### src/rtl/dram_ctrl_pkg.sv
// Shared state encodings, default timing constants and helpers for the DRAM controller slice.
// Latency: n/a (declarations only).
// Backpressure: n/a.
package dram_ctrl_pkg;

    typedef enum logic [3:0] {
        ST_INIT       = 4'd0,
        ST_IDLE       = 4'd1,
        ST_ROW_SETUP  = 4'd2,
        ST_RCD        = 4'd3,
        ST_COL_SETUP  = 4'd4,
        ST_CAS        = 4'd5,
        ST_RELEASE    = 4'd6,
        ST_REF_SETUP  = 4'd7,
        ST_REF_RAS    = 4'd8,
        ST_PRECHARGE  = 4'd9
    } state_t;

    // Default geometry and timing, reused by the bench and the SIMM top level.
    localparam int DEF_RASBITS        = 8;
    localparam int DEF_WORDBITS       = 8;
    localparam int DEF_T_RCD          = 1;
    localparam int DEF_T_CAS          = 1;
    localparam int DEF_T_RAS          = 2;
    localparam int DEF_T_RP           = 1;
    localparam int DEF_REFRESH_PERIOD = 64;
    localparam int DEF_INIT_CYCLES    = 8;

    // Width of the per-phase cycle counter; every timing parameter must fit.
    localparam int CNT_W = 8;

    // A phase lasting N cycles loads N-1 and exits on the edge where the count is zero.
    function automatic logic [CNT_W-1:0] cyc_load(input int cycles);
        return CNT_W'(cycles - 1);
    endfunction

endpackage

### src/rtl/dram_ctrl_if.sv
// Host request/response stream plus the DRAM pin bundle of the controller.
// Latency: n/a (wiring only).
// Backpressure: host holds req_valid until req_ready; responses are unthrottled pulses.
interface dram_ctrl_if #(
    parameter int RASBITS  = 8,
    parameter int WORDBITS = 8
) ();
    logic                   req_valid;
    logic                   req_ready;
    logic                   req_we;
    logic [2*RASBITS-1:0]   req_addr;
    logic [WORDBITS-1:0]    req_wdata;
    logic                   rsp_valid;
    logic [WORDBITS-1:0]    rsp_rdata;
    logic                   dram_n_ras;
    logic                   dram_n_cas;
    logic                   dram_n_we;
    logic [RASBITS-1:0]     dram_ra;
    logic [WORDBITS-1:0]    dram_dq_out;
    logic                   dram_dq_oe;
    logic [WORDBITS-1:0]    dram_dq_in;
    logic                   refresh_overrun;

    // Host plus DRAM-pad side of the bundle.
    modport master (
        output req_valid, req_we, req_addr, req_wdata, dram_dq_in,
        input  req_ready, rsp_valid, rsp_rdata, dram_n_ras, dram_n_cas, dram_n_we,
               dram_ra, dram_dq_out, dram_dq_oe, refresh_overrun
    );

    // Controller side of the bundle.
    modport slave (
        input  req_valid, req_we, req_addr, req_wdata, dram_dq_in,
        output req_ready, rsp_valid, rsp_rdata, dram_n_ras, dram_n_cas, dram_n_we,
               dram_ra, dram_dq_out, dram_dq_oe, refresh_overrun
    );
endinterface

### src/rtl/dram_refresh_timer.sv
// Refresh interval down-counter with a single owed-refresh flag and a sticky overrun flag.
// Latency: pending rises REFRESH_PERIOD cycles after enable goes high, then every REFRESH_PERIOD cycles.
// Backpressure: at most one refresh is owed; an expiry while one is already owed sets overrun.
module dram_refresh_timer #(
    parameter int REFRESH_PERIOD = 64
) (
    input  logic clk,
    input  logic n_res,
    input  logic enable,
    input  logic ack,
    output logic pending,
    output logic overrun
);
    localparam int            TW     = $clog2(REFRESH_PERIOD);
    localparam logic [TW-1:0] RELOAD = TW'(REFRESH_PERIOD - 1);

    logic [TW-1:0] cnt_q, cnt_d;
    logic          pending_q, pending_d;
    logic          overrun_q, overrun_d;

    // Count down while enabled; hold the reload value and drop any owed refresh while disabled.
    always_comb begin
        cnt_d     = cnt_q;
        pending_d = pending_q;
        overrun_d = overrun_q;
        if (!enable) begin
            cnt_d     = RELOAD;
            pending_d = 1'b0;
        end else if (cnt_q == '0) begin
            cnt_d     = RELOAD;
            // An ack on the expiry edge consumes the old request, so this is not an overrun.
            if (pending_q && !ack) begin
                overrun_d = 1'b1;
            end
            pending_d = 1'b1;
        end else begin
            cnt_d = cnt_q - TW'(1);
            if (ack) begin
                pending_d = 1'b0;
            end
        end
    end

    // Timer state registers.
    always_ff @(posedge clk or negedge n_res) begin
        if (!n_res) begin
            cnt_q     <= RELOAD;
            pending_q <= 1'b0;
            overrun_q <= 1'b0;
        end else begin
            cnt_q     <= cnt_d;
            pending_q <= pending_d;
            overrun_q <= overrun_d;
        end
    end

    assign pending = pending_q;
    assign overrun = overrun_q;

endmodule

### src/rtl/dram_ctrl.sv
// Single-port async-DRAM controller: host valid/ready requests to muxed row/col address and RAS/CAS/WE strobes, with init and RAS-only refresh.
// Latency: read data pulses rsp_valid at E2+T_RCD+T_CAS after acceptance; controller idle again T_RP cycles after RAS release.
// Backpressure: req_ready only in IDLE with no refresh owed; a pending refresh always wins over a new request.
module dram_ctrl
    import dram_ctrl_pkg::*;
#(
    parameter int RASBITS        = DEF_RASBITS,
    parameter int WORDBITS       = DEF_WORDBITS,
    parameter int T_RCD          = DEF_T_RCD,
    parameter int T_CAS          = DEF_T_CAS,
    parameter int T_RAS          = DEF_T_RAS,
    parameter int T_RP           = DEF_T_RP,
    parameter int REFRESH_PERIOD = DEF_REFRESH_PERIOD,
    parameter int INIT_CYCLES    = DEF_INIT_CYCLES
) (
    input  logic       clk,
    input  logic       n_res,
    dram_ctrl_if.slave bus
);
    localparam int IW = $clog2(INIT_CYCLES + 2);

    state_t               state_q, state_d;
    logic [CNT_W-1:0]     cnt_q, cnt_d;
    logic [IW-1:0]        init_left_q, init_left_d;
    logic                 init_done_q, init_done_d;
    logic [RASBITS-1:0]   ref_row_q, ref_row_d;

    logic                 we_q, we_d;
    logic [RASBITS-1:0]   col_q, col_d;
    logic [WORDBITS-1:0]  wdata_q, wdata_d;

    logic                 n_ras_q, n_ras_d;
    logic                 n_cas_q, n_cas_d;
    logic                 n_we_q, n_we_d;
    logic [RASBITS-1:0]   ra_q, ra_d;
    logic [WORDBITS-1:0]  dq_out_q, dq_out_d;
    logic                 dq_oe_q, dq_oe_d;
    logic                 rsp_valid_q, rsp_valid_d;
    logic [WORDBITS-1:0]  rsp_rdata_q, rsp_rdata_d;

    logic                 ref_pending;
    logic                 ref_overrun;
    logic                 ref_ack;
    logic                 cnt_zero;

    assign cnt_zero = (cnt_q == '0);
    assign ref_ack  = (state_q == ST_IDLE) && ref_pending;

    dram_refresh_timer #(
        .REFRESH_PERIOD (REFRESH_PERIOD)
    ) u_timer (
        .clk     (clk),
        .n_res   (n_res),
        .enable  (init_done_q),
        .ack     (ref_ack),
        .pending (ref_pending),
        .overrun (ref_overrun)
    );

    // State, phase counter and init bookkeeping registers.
    always_ff @(posedge clk or negedge n_res) begin
        if (!n_res) begin
            state_q     <= ST_INIT;
            cnt_q       <= '0;
            init_left_q <= IW'(INIT_CYCLES);
            init_done_q <= 1'b0;
        end else begin
            state_q     <= state_d;
            cnt_q       <= cnt_d;
            init_left_q <= init_left_d;
            init_done_q <= init_done_d;
        end
    end

    // Next-state sequencing; each timed phase loads its length on entry and exits at zero.
    always_comb begin
        state_d     = state_q;
        cnt_d       = cnt_q;
        init_left_d = init_left_q;
        case (state_q)
            ST_INIT: begin
                if (init_left_q == '0) begin
                    state_d = ST_IDLE;
                end else begin
                    state_d     = ST_REF_SETUP;
                    init_left_d = init_left_q - IW'(1);
                end
            end
            ST_IDLE: begin
                if (ref_pending)        state_d = ST_REF_SETUP;
                else if (bus.req_valid) state_d = ST_ROW_SETUP;
            end
            ST_ROW_SETUP: begin
                state_d = ST_RCD;
                cnt_d   = cyc_load(T_RCD);
            end
            ST_RCD: begin
                if (cnt_zero) state_d = ST_COL_SETUP;
                else          cnt_d   = cnt_q - CNT_W'(1);
            end
            ST_COL_SETUP: begin
                state_d = ST_CAS;
                cnt_d   = cyc_load(T_CAS);
            end
            ST_CAS: begin
                if (cnt_zero) state_d = ST_RELEASE;
                else          cnt_d   = cnt_q - CNT_W'(1);
            end
            ST_RELEASE: begin
                state_d = ST_PRECHARGE;
                cnt_d   = cyc_load(T_RP);
            end
            ST_REF_SETUP: begin
                state_d = ST_REF_RAS;
                cnt_d   = cyc_load(T_RAS);
            end
            ST_REF_RAS: begin
                if (cnt_zero) begin
                    state_d = ST_PRECHARGE;
                    cnt_d   = cyc_load(T_RP);
                end else begin
                    cnt_d = cnt_q - CNT_W'(1);
                end
            end
            ST_PRECHARGE: begin
                // Init refreshes run back to back; afterwards precharge always returns to IDLE.
                if (cnt_zero) state_d = (init_left_q != '0) ? ST_INIT : ST_IDLE;
                else          cnt_d   = cnt_q - CNT_W'(1);
            end
            default: state_d = ST_INIT;
        endcase
        init_done_d = init_done_q | (state_d == ST_IDLE);
    end

    // Next values of the DRAM pins, latched request fields and response, per state.
    always_comb begin
        we_d        = we_q;
        col_d       = col_q;
        wdata_d     = wdata_q;
        ref_row_d   = ref_row_q;
        n_ras_d     = n_ras_q;
        n_cas_d     = n_cas_q;
        n_we_d      = n_we_q;
        ra_d        = ra_q;
        dq_out_d    = dq_out_q;
        dq_oe_d     = dq_oe_q;
        rsp_valid_d = rsp_valid_q;
        rsp_rdata_d = rsp_rdata_q;
        case (state_q)
            ST_INIT: begin
                if (init_left_q != '0) ra_d = ref_row_q;
            end
            ST_IDLE: begin
                if (ref_pending) begin
                    ra_d = ref_row_q;
                end else if (bus.req_valid) begin
                    ra_d    = bus.req_addr[2*RASBITS-1:RASBITS];
                    col_d   = bus.req_addr[RASBITS-1:0];
                    we_d    = bus.req_we;
                    wdata_d = bus.req_wdata;
                end
            end
            ST_ROW_SETUP: n_ras_d = 1'b0;
            ST_RCD: begin
                // Column goes out a full cycle before CAS falls, so address never moves with a strobe.
                if (cnt_zero) begin
                    ra_d     = col_q;
                    n_we_d   = ~we_q;
                    dq_oe_d  = we_q;
                    dq_out_d = wdata_q;
                end
            end
            ST_COL_SETUP: n_cas_d = 1'b0;
            ST_CAS: begin
                if (cnt_zero) begin
                    n_cas_d = 1'b1;
                    if (!we_q) begin
                        rsp_rdata_d = bus.dram_dq_in;
                        rsp_valid_d = 1'b1;
                    end
                end
            end
            ST_RELEASE: begin
                // dq_oe is held through the CAS rise because that is where the SIMM captures write data.
                n_ras_d     = 1'b1;
                n_we_d      = 1'b1;
                dq_oe_d     = 1'b0;
                rsp_valid_d = 1'b0;
            end
            ST_REF_SETUP: n_ras_d = 1'b0;
            ST_REF_RAS: begin
                if (cnt_zero) begin
                    n_ras_d   = 1'b1;
                    ref_row_d = ref_row_q + RASBITS'(1);
                end
            end
            default: ;
        endcase
    end

    // Registered DRAM pins, request latch and response; everything off-chip is glitch-free.
    always_ff @(posedge clk or negedge n_res) begin
        if (!n_res) begin
            we_q        <= 1'b0;
            col_q       <= '0;
            wdata_q     <= '0;
            ref_row_q   <= '0;
            n_ras_q     <= 1'b1;
            n_cas_q     <= 1'b1;
            n_we_q      <= 1'b1;
            ra_q        <= '0;
            dq_out_q    <= '0;
            dq_oe_q     <= 1'b0;
            rsp_valid_q <= 1'b0;
            rsp_rdata_q <= '0;
        end else begin
            we_q        <= we_d;
            col_q       <= col_d;
            wdata_q     <= wdata_d;
            ref_row_q   <= ref_row_d;
            n_ras_q     <= n_ras_d;
            n_cas_q     <= n_cas_d;
            n_we_q      <= n_we_d;
            ra_q        <= ra_d;
            dq_out_q    <= dq_out_d;
            dq_oe_q     <= dq_oe_d;
            rsp_valid_q <= rsp_valid_d;
            rsp_rdata_q <= rsp_rdata_d;
        end
    end

    assign bus.req_ready       = (state_q == ST_IDLE) && !ref_pending;
    assign bus.rsp_valid       = rsp_valid_q;
    assign bus.rsp_rdata       = rsp_rdata_q;
    assign bus.dram_n_ras      = n_ras_q;
    assign bus.dram_n_cas      = n_cas_q;
    assign bus.dram_n_we       = n_we_q;
    assign bus.dram_ra         = ra_q;
    assign bus.dram_dq_out     = dq_out_q;
    assign bus.dram_dq_oe      = dq_oe_q;
    assign bus.refresh_overrun = ref_overrun;

endmodule

### src/flat_wrapper.sv
// flat-port wrapper written by rule: the top's interface ports become plain ports
module dram_ctrl_flat import dram_ctrl_pkg::*;
#(
    parameter int RASBITS        = DEF_RASBITS,
    parameter int WORDBITS       = DEF_WORDBITS,
    parameter int T_RCD          = DEF_T_RCD,
    parameter int T_CAS          = DEF_T_CAS,
    parameter int T_RAS          = DEF_T_RAS,
    parameter int T_RP           = DEF_T_RP,
    parameter int REFRESH_PERIOD = DEF_REFRESH_PERIOD,
    parameter int INIT_CYCLES    = DEF_INIT_CYCLES
)
  (clk, n_res, bus_req_valid, bus_req_we, bus_req_addr, bus_req_wdata, bus_dram_dq_in, bus_req_ready, bus_rsp_valid, bus_rsp_rdata, bus_dram_n_ras, bus_dram_n_cas, bus_dram_n_we, bus_dram_ra, bus_dram_dq_out, bus_dram_dq_oe, bus_refresh_overrun);
  dram_ctrl_if #(.RASBITS(RASBITS), .WORDBITS(WORDBITS)) bus_i ();
  input  logic clk;
  input  logic n_res;
  input wire logic [$bits(bus_i.req_valid)-1:0] bus_req_valid;
  input wire logic [$bits(bus_i.req_we)-1:0] bus_req_we;
  input wire logic [$bits(bus_i.req_addr)-1:0] bus_req_addr;
  input wire logic [$bits(bus_i.req_wdata)-1:0] bus_req_wdata;
  input wire logic [$bits(bus_i.dram_dq_in)-1:0] bus_dram_dq_in;
  output wire logic [$bits(bus_i.req_ready)-1:0] bus_req_ready;
  output wire logic [$bits(bus_i.rsp_valid)-1:0] bus_rsp_valid;
  output wire logic [$bits(bus_i.rsp_rdata)-1:0] bus_rsp_rdata;
  output wire logic [$bits(bus_i.dram_n_ras)-1:0] bus_dram_n_ras;
  output wire logic [$bits(bus_i.dram_n_cas)-1:0] bus_dram_n_cas;
  output wire logic [$bits(bus_i.dram_n_we)-1:0] bus_dram_n_we;
  output wire logic [$bits(bus_i.dram_ra)-1:0] bus_dram_ra;
  output wire logic [$bits(bus_i.dram_dq_out)-1:0] bus_dram_dq_out;
  output wire logic [$bits(bus_i.dram_dq_oe)-1:0] bus_dram_dq_oe;
  output wire logic [$bits(bus_i.refresh_overrun)-1:0] bus_refresh_overrun;
  assign bus_i.req_valid = bus_req_valid;
  assign bus_i.req_we = bus_req_we;
  assign bus_i.req_addr = bus_req_addr;
  assign bus_i.req_wdata = bus_req_wdata;
  assign bus_i.dram_dq_in = bus_dram_dq_in;
  assign bus_req_ready = bus_i.req_ready;
  assign bus_rsp_valid = bus_i.rsp_valid;
  assign bus_rsp_rdata = bus_i.rsp_rdata;
  assign bus_dram_n_ras = bus_i.dram_n_ras;
  assign bus_dram_n_cas = bus_i.dram_n_cas;
  assign bus_dram_n_we = bus_i.dram_n_we;
  assign bus_dram_ra = bus_i.dram_ra;
  assign bus_dram_dq_out = bus_i.dram_dq_out;
  assign bus_dram_dq_oe = bus_i.dram_dq_oe;
  assign bus_refresh_overrun = bus_i.refresh_overrun;
  dram_ctrl #(.RASBITS(RASBITS), .WORDBITS(WORDBITS), .T_RCD(T_RCD), .T_CAS(T_CAS), .T_RAS(T_RAS), .T_RP(T_RP), .REFRESH_PERIOD(REFRESH_PERIOD), .INIT_CYCLES(INIT_CYCLES)) u_core (.clk(clk), .n_res(n_res), .bus(bus_i));
endmodule
### config.mk
export PLATFORM = sky130hd
export DESIGN_NAME = dram_ctrl_flat
export DESIGN_NICKNAME = d
export VERILOG_FILES = /design/src/rtl/dram_ctrl_pkg.sv /design/src/rtl/dram_ctrl_if.sv /design/src/rtl/dram_refresh_timer.sv /design/src/rtl/dram_ctrl.sv /design/src/flat_wrapper.sv
export SDC_FILE = /design/constraint.sdc
export NUM_CORES = 1
export LEC_CHECK = 0
export BUFFER_PORTS_ARGS = -buffer_cell sky130_fd_sc_hd__buf_2
export CAP_MARGIN = 25
export CORE_MARGIN = 1.5
export CORE_UTILIZATION = 36
export CTS_BUF_LIST = sky130_fd_sc_hd__clkbuf_16
export DETAILED_ROUTE_END_ITERATION = 10
export PLACE_DENSITY_LB_ADDON = 0.12
export SLEW_MARGIN = 20
export SYNTH_ARGS = -nofsm -noshare
export SYNTH_HDL_FRONTEND = slang
export SYNTH_SLANG_ARGS = --single-unit
### constraint.sdc
create_clock -name clk -period 2.8 [get_ports clk]
set_clock_uncertainty 0.15 [all_clocks]
set_input_delay 0.28 -clock clk [delete_from_list [all_inputs] [get_ports clk]]
set_output_delay 0.28 -clock clk [all_outputs]
set_load 0.01 [all_outputs]
==> results of run 1 <==
## registers in the layout (all words and copies together) (netlist names)
name,cells
u_core.bus.dram_dq_oe,1
u_core.bus.dram_dq_out,8
u_core.bus.dram_n_cas,1
u_core.bus.dram_n_ras,1
u_core.bus.dram_n_we,1
u_core.bus.dram_ra,8
u_core.bus.rsp_rdata,8
u_core.bus.rsp_valid,1
u_core.cnt_q,8
u_core.col_q,8
u_core.init_done_q,1
u_core.init_left_q,4
u_core.ref_row_q,8
u_core.state_q,4
u_core.u_timer.cnt_q,6
u_core.u_timer.overrun,1
u_core.u_timer.pending,1
u_core.wdata_q,8
u_core.we_q,1
## layout by cell type (no fill, tap or decap), types with 3 or more instances in the layout
cell | Yosys | layout
dfrtp_1 | 69 | 69
buf_2 | 5 | 65
mux2_2 | 25 | 25
inv_1 | 22 | 22
nor2_1 | 19 | 19
nand2_1 | 16 | 16
mux2i_1 | 14 | 14
nand3_1 | 13 | 13
mux2_4 | 10 | 10
dfstp_2 | 10 | 10
clkbuf_16 | 0 | 9
buf_4 | 1 | 9
xor2_1 | 8 | 8
a222oi_1 | 8 | 8
xnor2_1 | 7 | 7
a31oi_1 | 7 | 7
ha_1 | 7 | 7
nand3b_1 | 6 | 6
o21ai_0 | 4 | 4
a21oi_1 | 4 | 4
nor3_1 | 4 | 4
or3b_2 | 3 | 3
nor2b_1 | 3 | 3
a311oi_1 | 3 | 3
a31o_2 | 3 | 3
nand4_1 | 3 | 3
or3_1 | 3 | 3
clkinvlp_4 | 0 | 3
inv_6 | 0 | 3
## where the power goes
| part | internal, W | switching [W] | total, W |
|---|---|---|---|
| clock | 0.000616 | 0.000503 | 0.00112 |
| sequential | 0.00155 | 0.000286 | 0.00183 |
| combinational | 0.000945 | 0.00103 | 0.00198 |
## what timing repair did
| item | 4_1_cts | 5_1_grt |
|---|---|---|
| setup buffers | 0 | 0 |
| hold buffers | 1 | 0 |
| endpoints found under the hold margin | 23 | 0 |
## final cells by class
cell class                      instances  area share
Tap cell                              136     0.03611
Sequential cell                        79      0.4222
Timing Repair Buffer                   76     0.08975
Inverter                               22     0.01753
Clock buffer                            9     0.04780
Multi-Input combinational cell        213      0.3739
Clock inverter                          7     0.01275
## metal layers
metal  up-vias  track usage  wire [µm]
li1       1342            -          -
met1      1418       0.2240       4165
met2        70       0.2489       4012
met3        12      0.03283        401
met4         0      0.06571        150
met5         -            0          0
## worst reg2reg max path, cell delays in order (launching register included)
cell and delay, ns:
dfrtp_1 0.43, inv_1 0.13, ha_1 0.16, nor3b_2 0.49, nand3_1 0.36, buf_4 0.29
o221ai_1 0.10, a31o_2 0.19
## metrics by stage
step                      cell area, µm²  utilization  instances
after floorplan                     3900            -        327
after global placement              4417       0.4240        525
after detailed placement            4417       0.4240        525
after CTS                           4712       0.4524        542
after global routing                4712       0.4524        542
final                               4712       0.4524        542
## cells by family after synthesis
| kind of cell | after synthesis | synth area share |
|---|---|---|
| and+or+nand+nor | 91 | 0.1434 |
| muxes | 49 | 0.1466 |
| adders and majority gates | 7 | 0.02246 |
| DFF | 79 | 0.5101 |
| buffers and inverters | 35 | 0.03818 |
| AOI/OAI and AO/OA | 51 | 0.1056 |
| xor gates and xnor gates | 15 | 0.03369 |
## worst max path at each step
stage | start | to | slack, ns
2_1_floorplan | u_core.cnt_q[0] | u_core.cnt_q[5] | 0.64
3_3_place_gp | u_core.cnt_q[0] | u_core.init_done_q | 0.51
3_5_place_dp | u_core.cnt_q[0] | u_core.bus.dram_ra[5] | 0.43
4_1_cts | u_core.cnt_q[0] | u_core.bus.dram_ra[2] | 0.42
5_1_grt | u_core.cnt_q[0] | u_core.bus.dram_ra[5] | 0.24
6_report | u_core.cnt_q[0] | u_core.init_done_q | 0.44
==> impl_metrics.toml, run 1 <==
[placed_design]
numPortBuffers = 66
place.gp.congestion = 0.7643
place.detailed.hpwl_um = 6111
dpl_worst_slack_ns = 0.4330

[synth]
netlist_instances = 327
syn_area_per_cell_um2 = 11.93
async_reset_ff_frac = 1.000
synthFlopType = "dfrtp_1"
seq_area_frac_synth = 0.5101
synth_cell_types = 64
yosysTopAreaCellShare = 0.4427
synth_edf_count = 0
synth_common_cells = "69 x dfrtp_1, 25 x mux2_2, 22 x inv_1, 19 x nor2_1, 16 x nand2_1"
yosys.area.top_type = "dfrtp_1"
yosysWarnings = 0
synth_area_leaders = "dfrtp_1 44%, mux2_2 7.2%, dfstp_2 6.7%, mux2_4 3.8%, mux2i_1 3.6%"
syn_area_um2 = 3900
synthesis.nets = 370
synth_most_common_cell = "dfrtp_1"
synth_seq_cells = 79

[route]
wl_per_cell_um = 16.11
vias = 2842
antenna_left = 0
drt_first_pass_iters = 7
wl_um = 8729
drt-initial-drc-count = 112
drc = 0
vias_per_cell = 5.244

[sta]
finalSetupViolations = 0
min_period_ns = 2.365
tns_ns = 0
rsz0062_at_grt = "false"
finalHoldWorstSlack_ns = 0.01450
hold_violations = 0
report.final.slew_viol_count = 0
worstMarginPinSlew_ns = 0.5734
clock.fmax_mhz = 422.8
fin_ws_ns = 0.4350
slew_headroom = 0.6160
fin_crit_sh = 0.8446

[global_route]
grt_usage = 0.1624
grt_pass1_vias = 2857
grt-ovfl-total = 0
antenna_found_initial = 0
grt_max_degree = 48
grt_pass1_wl_um = 14500

[clock_tree]
clockBufferDepth = 2
cts_resized = 0
cts_max_level = 3
cts_tree = "done"
clock_latency_ns = 0.34
root_buffer = "clkbuf_16"
clk_pin_slew_worst_paths_ns = 0.07
cts_buffers = 9
clkSinkCount = 79

[finish]
antenna_cells = 0
multiInputGateArea_um2 = 1762
fill_cells = 1000
layout-drive-gt1-share = 0.3793
seqCellArea_um2 = 1989
areaGrowthSynthToFinish_pct = 20.82
nNetsFinal = 444

[worst_setup_path]
worstSetupStartpointType = "flip-flop"
slowest_delay_ns = 0.49
critical_path_buf_inv_count = 2
reg2reg_from = "u_core.cnt_q[0]"
path_depth = 7
slowest_stage = "nor3b_2"
critical-path-top-delay-family = "simple AND/OR/NAND/NOR gates"
r2r_setup_slack_ns = 0.44
crit_type = "flip-flop to flip-flop"
critPathCaptureType = "flip-flop"
worstPathRequired_ns = 2.92
path_cells = "inv_1 > ha_1 > nor3b_2 > nand3_1 > buf_4 > o221ai_1 > a31o_2"
ff2ff_path_depth = 7
arrival_ns = 2.49
r2r_end = "u_core.init_done_q"
worstPathMaxFanout = 11

[power]
powerDensity_nw_per_um2 = 1046
irDropWorstVdd_uv = 391.1
power_leakage_nw = 2.223
p_total_w = 0.004927

[worst_hold_path]
worstHoldStart = "bus_req_wdata[5]"
hold_class = "primary input to flip-flop"
holdPathEnd = "u_core.wdata_q[5]"
min_path_cells = 2

[floorplan]
initial_utilization = 0.3744
fp.dieW_um = 107.1
rows = 37
core_um2 = 10420
io_pins = 67
die-area_um2 = 11470
die_h_um = 107.1

[flow_run]
maxCapViolations = 0

[status]
outcome = "finished, final reports clean"
Note: power is estimated with default switching activity, not from simulation.
==> run 2: changes to the inputs <==
- clock period: 2.8 -> 2.2 ns (I/O delays scaled with it)
==> run 2 against run 1 <==
Net effect: die area stayed put; utilization increased by 3.8 points; sequential share of layout area decreased by 3.3 points; first-iteration DRC count grew 24%; power up 33%; combinational power increased by 44%; critical endpoint is now bus_req_ready.
==> impl_metrics.toml, run 2 (synthesis results as in run 1) <==
[finish]
final_common_cell = "dfrtp_1"
nNetsFinal = 485
stdcell_count = 583
layout-drive-gt1-share = 0.3826
areaGrowthSynthToFinish_pct = 30.96
final_cell_mix = "69 x dfrtp_1, 65 x buf_2, 26 x dlygate4sd3_1, 25 x mux2_2, 23 x buf_4"
antenna_cells = 0
fin_util = 0.4903

[global_route]
grt_pass1_vias = 3004
grt_pass1_wl_um = 15010
grt_usage = 0.1673
grt_max_degree = 35
grt-ovfl-total = 0
antenna_found_initial = 0

[worst_hold_path]
hold_class = "primary input to flip-flop"
worstHoldStart = "bus_req_addr[9]"

[sta]
hold_violations = 0
clock.fmax_mhz = 463.7
finalSetupViolations = 0
worstMarginPinSlew_ns = 0.4692
report.final.slew_viol_count = 0
tns_ns = 0
slew_headroom = 0.6872
fin_ws_ns = 0.04325
rsz0062_at_grt = "false"
min_period_ns = 2.157
fin_crit_sh = 0.9803

[worst_setup_path]
setup.worst_path.start = "u_core.state_q[1]"
crit_type = "flip-flop to primary output"
path_cells = "or4b_4 > nor2_4 > buf_6 > buf_2"
worstSetupStartpointType = "flip-flop"
critPathCaptureType = "primary output"
slowest_delay_ns = 0.57
slowest_stage = "or4b_4"
arrival_ns = 1.79
worstPathMaxFanout = 7
worstPathRequired_ns = 1.83
reg2reg_from = "u_core.cnt_q[1]"

[clock_tree]
clkSinkCount = 79
root_buffer = "clkbuf_16"
clock_latency_ns = 0.33
cts_tree = "done"
clockBufferDepth = 2
cts_max_level = 3
clk_pin_slew_worst_paths_ns = 0.06
cts_buffers = 9

[route]
drc = 0
vias = 2961
antenna_left = 0
wl_per_cell_um = 15.34
wl_um = 8946
drt-initial-drc-count = 139
drt_first_pass_iters = 5
vias_per_cell = 5.079

[placed_design]
dpl_worst_slack_ns = -0.001865
numPortBuffers = 66
place.gp.congestion = 0.8110
place_inst = 536
place.detailed.hpwl_um = 6173

[power]
internal_power_w = 0.004197
powerDensity_nw_per_um2 = 1285
power_leakage_nw = 2.417
irDropWorstVdd_uv = 510.6
comb_power_share = 0.435
clock_power_share = 0.214
pwr-share-seq = 0.351
power_switching_w = 0.002368
switching_share = 0.3607

[floorplan]
io_pins = 67
core_um2 = 10420
die_h_um = 107.1
fp.dieW_um = 107.1
initial_utilization = 0.3744
rows = 37
die-area_um2 = 11470

[flow_run]
maxCapViolations = 0

[status]
outcome = "finished, final reports clean"
==> run 2: area by class of cell <==
cell class | count | area, µm²
well taps | 136 | 170.2
multi-input cells | 213 | 1777
clock buffers | 9 | 225.2
fillers | 971 | 5309
clock inverters | 7 | 53.80
inverters | 22 | 82.58
repair buffers | 117 | 809.5
flip-flops and latches | 79 | 1989
==> run 2: path summary, 6_finish.rpt <==
kind                       cells after the start  slack [ns]                       to
setup / recovery                               4        0.04            bus_req_ready
hold / removal                                 3        0.06    u_core.bus.dram_ra[1]
setup reg to reg                               7        0.13          u_core.cnt_q[6]
hold reg to reg                                1        0.31  u_core.u_timer.cnt_q[0]
max in group asynchronous                      3        0.98  u_core.u_timer.cnt_q[3]
min in group asynchronous                      2        0.24          u_core.cnt_q[2]
==> run 2: power groups by stage <==
stage	clock, W	combinational, W	sequential (W)
floorplan	0	0.00174	0.00236
global placement	0	0.00269	0.00231
detailed placement	0	0.00271	0.00232
CTS	0.00145	0.00276	0.00230
global route	0.00151	0.00313	0.00238
finish	0.00141	0.00285	0.00231
==> run 2: through the flow <==
stage | hold slack (ns) | total power [W] | instance area [µm²]
2_1_floorplan | -0.2256 | 0.004096 | 3900
3_3_place_gp | 0.06183 | 0.004997 | 4512
3_5_place_dp | 0.06011 | 0.005030 | 4512
4_1_cts | 0.05498 | 0.006512 | 5060
5_1_grt | 0.07050 | 0.007011 | 5107
6_report | 0.06495 | 0.006565 | 5107
==> run 2: worst max-delay path: cells and delay by family (launching register included) <==
family	cells	cell delay, ns
flops	1	0.42
buf+inv	2	0.28
simple gates	2	0.75
==> run 2: timing repair <==
action | 4_1_cts | 5_1_grt
cloned | 0 | 0
hold buffers | 26 | 0
endpoints found under the hold margin | 54 | 0
setup endpoints to repair | 2 | 14
pin swaps | 0 | 2
resized for setup | 2 | 4
buffers inserted | 0 | 5
==> run 2: metal layers <==
metal | share of wire | vias up | track usage
met5 | 0 | - | 0
met4 | 0.011 | 0 | 0.05429
met3 | 0.051 | 7 | 0.03708
met2 | 0.46 | 82 | 0.2575
met1 | 0.48 | 1456 | 0.2332
li1 | - | 1416 | -
==> run 3: changes to the inputs <==
--- a/config.mk
+++ b/config.mk
@@ -8,5 +8,4 @@
 export BUFFER_PORTS_ARGS = -buffer_cell sky130_fd_sc_hd__buf_2
 export CAP_MARGIN = 25
-export CORE_MARGIN = 1.5
 export CORE_UTILIZATION = 36
 export CTS_BUF_LIST = sky130_fd_sc_hd__clkbuf_16
--- a/constraint.sdc
+++ b/constraint.sdc
@@ -3,3 +3,3 @@
 set_input_delay 0.22 -clock clk [delete_from_list [all_inputs] [get_ports clk]]
 set_output_delay 0.22 -clock clk [all_outputs]
-set_load 0.01 [all_outputs]
+set_load 0.05 [all_outputs]
==> run 3 against run 2 <==
Net effect: clock power barely moved; power rose by 13%; setup slack improved by 0.031 ns; die area fell by 1.9%; sequential share of layout area fell by 0.12 points; global-route usage rose by 0.12 points; combinational power rose by 28%; sequential cell count did not move; cell count fell by 0.34%; count of clock-buffer cells in the layout did not move; fmax rose by 1.5%; highest routed layer unchanged.
==> impl_metrics.toml, run 3 (synthesis results as in run 1) <==
[sta]
finalHoldWorstSlack_ns = 0.04851
worstMarginPinSlew_ns = 0.4389
min_period_ns = 2.126
clock.fmax_mhz = 470.5
fin_crit_sh = 0.9661
hold_violations = 0
report.final.slew_viol_count = 0
rsz0062_at_grt = "false"
slew_headroom = 0.7065
finalSetupViolations = 0

[route]
drt_first_pass_iters = 5
drt-initial-drc-count = 136
antenna_left = 0
wl_um = 8831
wl_per_cell_um = 15.20
vias = 2922
drc = 0
vias_per_cell = 5.029

[finish]
antenna_cells = 0
layout-drive-gt1-share = 0.3865
areaGrowthSynthToFinish_pct = 31.44
nNetsFinal = 483
final_common_cell = "dfrtp_1"
fill_cells = 954
fin_area_um2 = 5126
final_cell_mix = "68 x dfrtp_1, 64 x buf_2, 26 x dlygate4sd3_1, 25 x mux2_2, 22 x inv_1"
fin_util = 0.4921

[worst_setup_path]
worstSetupStartpointType = "flip-flop"
arrival_ns = 1.76
ff2ff_path_depth = 5
crit_type = "flip-flop to primary output"
critPathCaptureType = "primary output"
worstPathRequired_ns = 1.83
worstPathMaxFanout = 5

[placed_design]
place.detailed.hpwl_um = 6008
placed_area_um2 = 4504
numPortBuffers = 66
place.gp.congestion = 0.8193

[clock_tree]
root_buffer = "clkbuf_16"
cts_max_level = 3
clock_latency_ns = 0.34
clk_pin_slew_worst_paths_ns = 0.06
cts_tree = "done"
clockBufferDepth = 2
clkSinkCount = 79
cts_buffers = 9

[global_route]
grt-busiest-layer = "met2"
gr-usage-met1 = 0.2313
grt_pass1_vias = 2869
grt_pass1_wl_um = 14530
grt-ovfl-total = 0
grt_max_degree = 48
antenna_found_initial = 0
grtUsageMet3 = 0.05457
use_met2 = 0.2512
grt_usage = 0.1685

[floorplan]
die-area_um2 = 11250
initial_utilization = 0.3744
io_pins = 67
core_um2 = 10420
rows = 37
die_h_um = 106.1
fp.dieW_um = 106.1

[power]
powerDensity_nw_per_um2 = 1444
power_leakage_nw = 2.413
irDropWorstVdd_uv = 793.0

[worst_hold_path]
min_path_cells = 3
hold_class = "primary input to flip-flop"

[flow_run]
maxCapViolations = 0

[status]
outcome = "finished, final reports clean"
==> run 3: cell types whose count changed in the layout (fill, tap and decap cells not counted), sizes merged <==
cell | previous run | this run
clkinvlp | 2 | 1
buf | 91 | 89
clkinv | 2 | 3
==> run 3: cell type report <==
type                            instances  area [µm²]  share of cell area
Clock buffer                            9       225.2             0.04393
Clock inverter                          7       62.56             0.01220
Inverter                               22       82.58             0.01611
Multi-Input combinational cell        213        1790              0.3493
Sequential cell                        79        1991              0.3883
Tap cell                              136       170.2             0.03319
Timing Repair Buffer                  115       804.5              0.1569
==> run 3: critical path: stages (launching register included) <==
cell	delay, ns
dfrtp_1	0.42
or4b_4	0.57
nor2_4	0.15
buf_6	0.13
buf_8	0.14
==> run 3: final timing paths <==
check | startpoint | end | slack, ns
worst min-delay path | bus_req_addr[10] | u_core.bus.dram_ra[2] | 0.05
worst max register to register | u_core.state_q[1] | u_core.wdata_q[5] | 0.10
worst max-delay path | u_core.state_q[1] | bus_req_ready | 0.07
max in group asynchronous | n_res | u_core.state_q[2] | 1.09
min in group asynchronous | n_res | u_core.cnt_q[2] | 0.21
worst min register to register | u_core.u_timer.cnt_q[0] | u_core.u_timer.cnt_q[0] | 0.30
==> run 3: layer usage <==
layer	wire length (µm)	part of all wire
met2	4063	0.46
met3	455	0.052
met1	4176	0.47
met4	134	0.015
met5	0	0
==> run 3: power by group <==
| part | leakage [nW] | switching [W] | total [W] | internal, W |
|---|---|---|---|---|
| registers | 0.974 | 0.000343 | 0.00231 | 0.00197 |
| logic | 1.30 | 0.00219 | 0.00366 | 0.00147 |
| clock network | 0.139 | 0.000649 | 0.00143 | 0.000786 |
==> run 3: timing repair <==
action / CTS / global route
pin swaps: 0 / 1
setup buffers: 0 / 4
endpoints found under the setup margin: 3 / 16
resized for setup: 6 / 6
hold buffers: 26 / 0
hold endpoints to repair: 47 / 0
==> run 3: stage by stage <==
step	setup WS [ns]	power, W	instances	setup TNS [ns]
2_1_floorplan	0.01433	0.004855	327	0
4_1_cts	-0.01685	0.007342	577	-0.01685
3_5_place_dp	-0.006713	0.005800	535	-0.006713
5_1_grt	0.004633	0.007840	581	0
6_report	0.07449	0.007402	581	0
3_3_place_gp	0.05419	0.005760	535	0
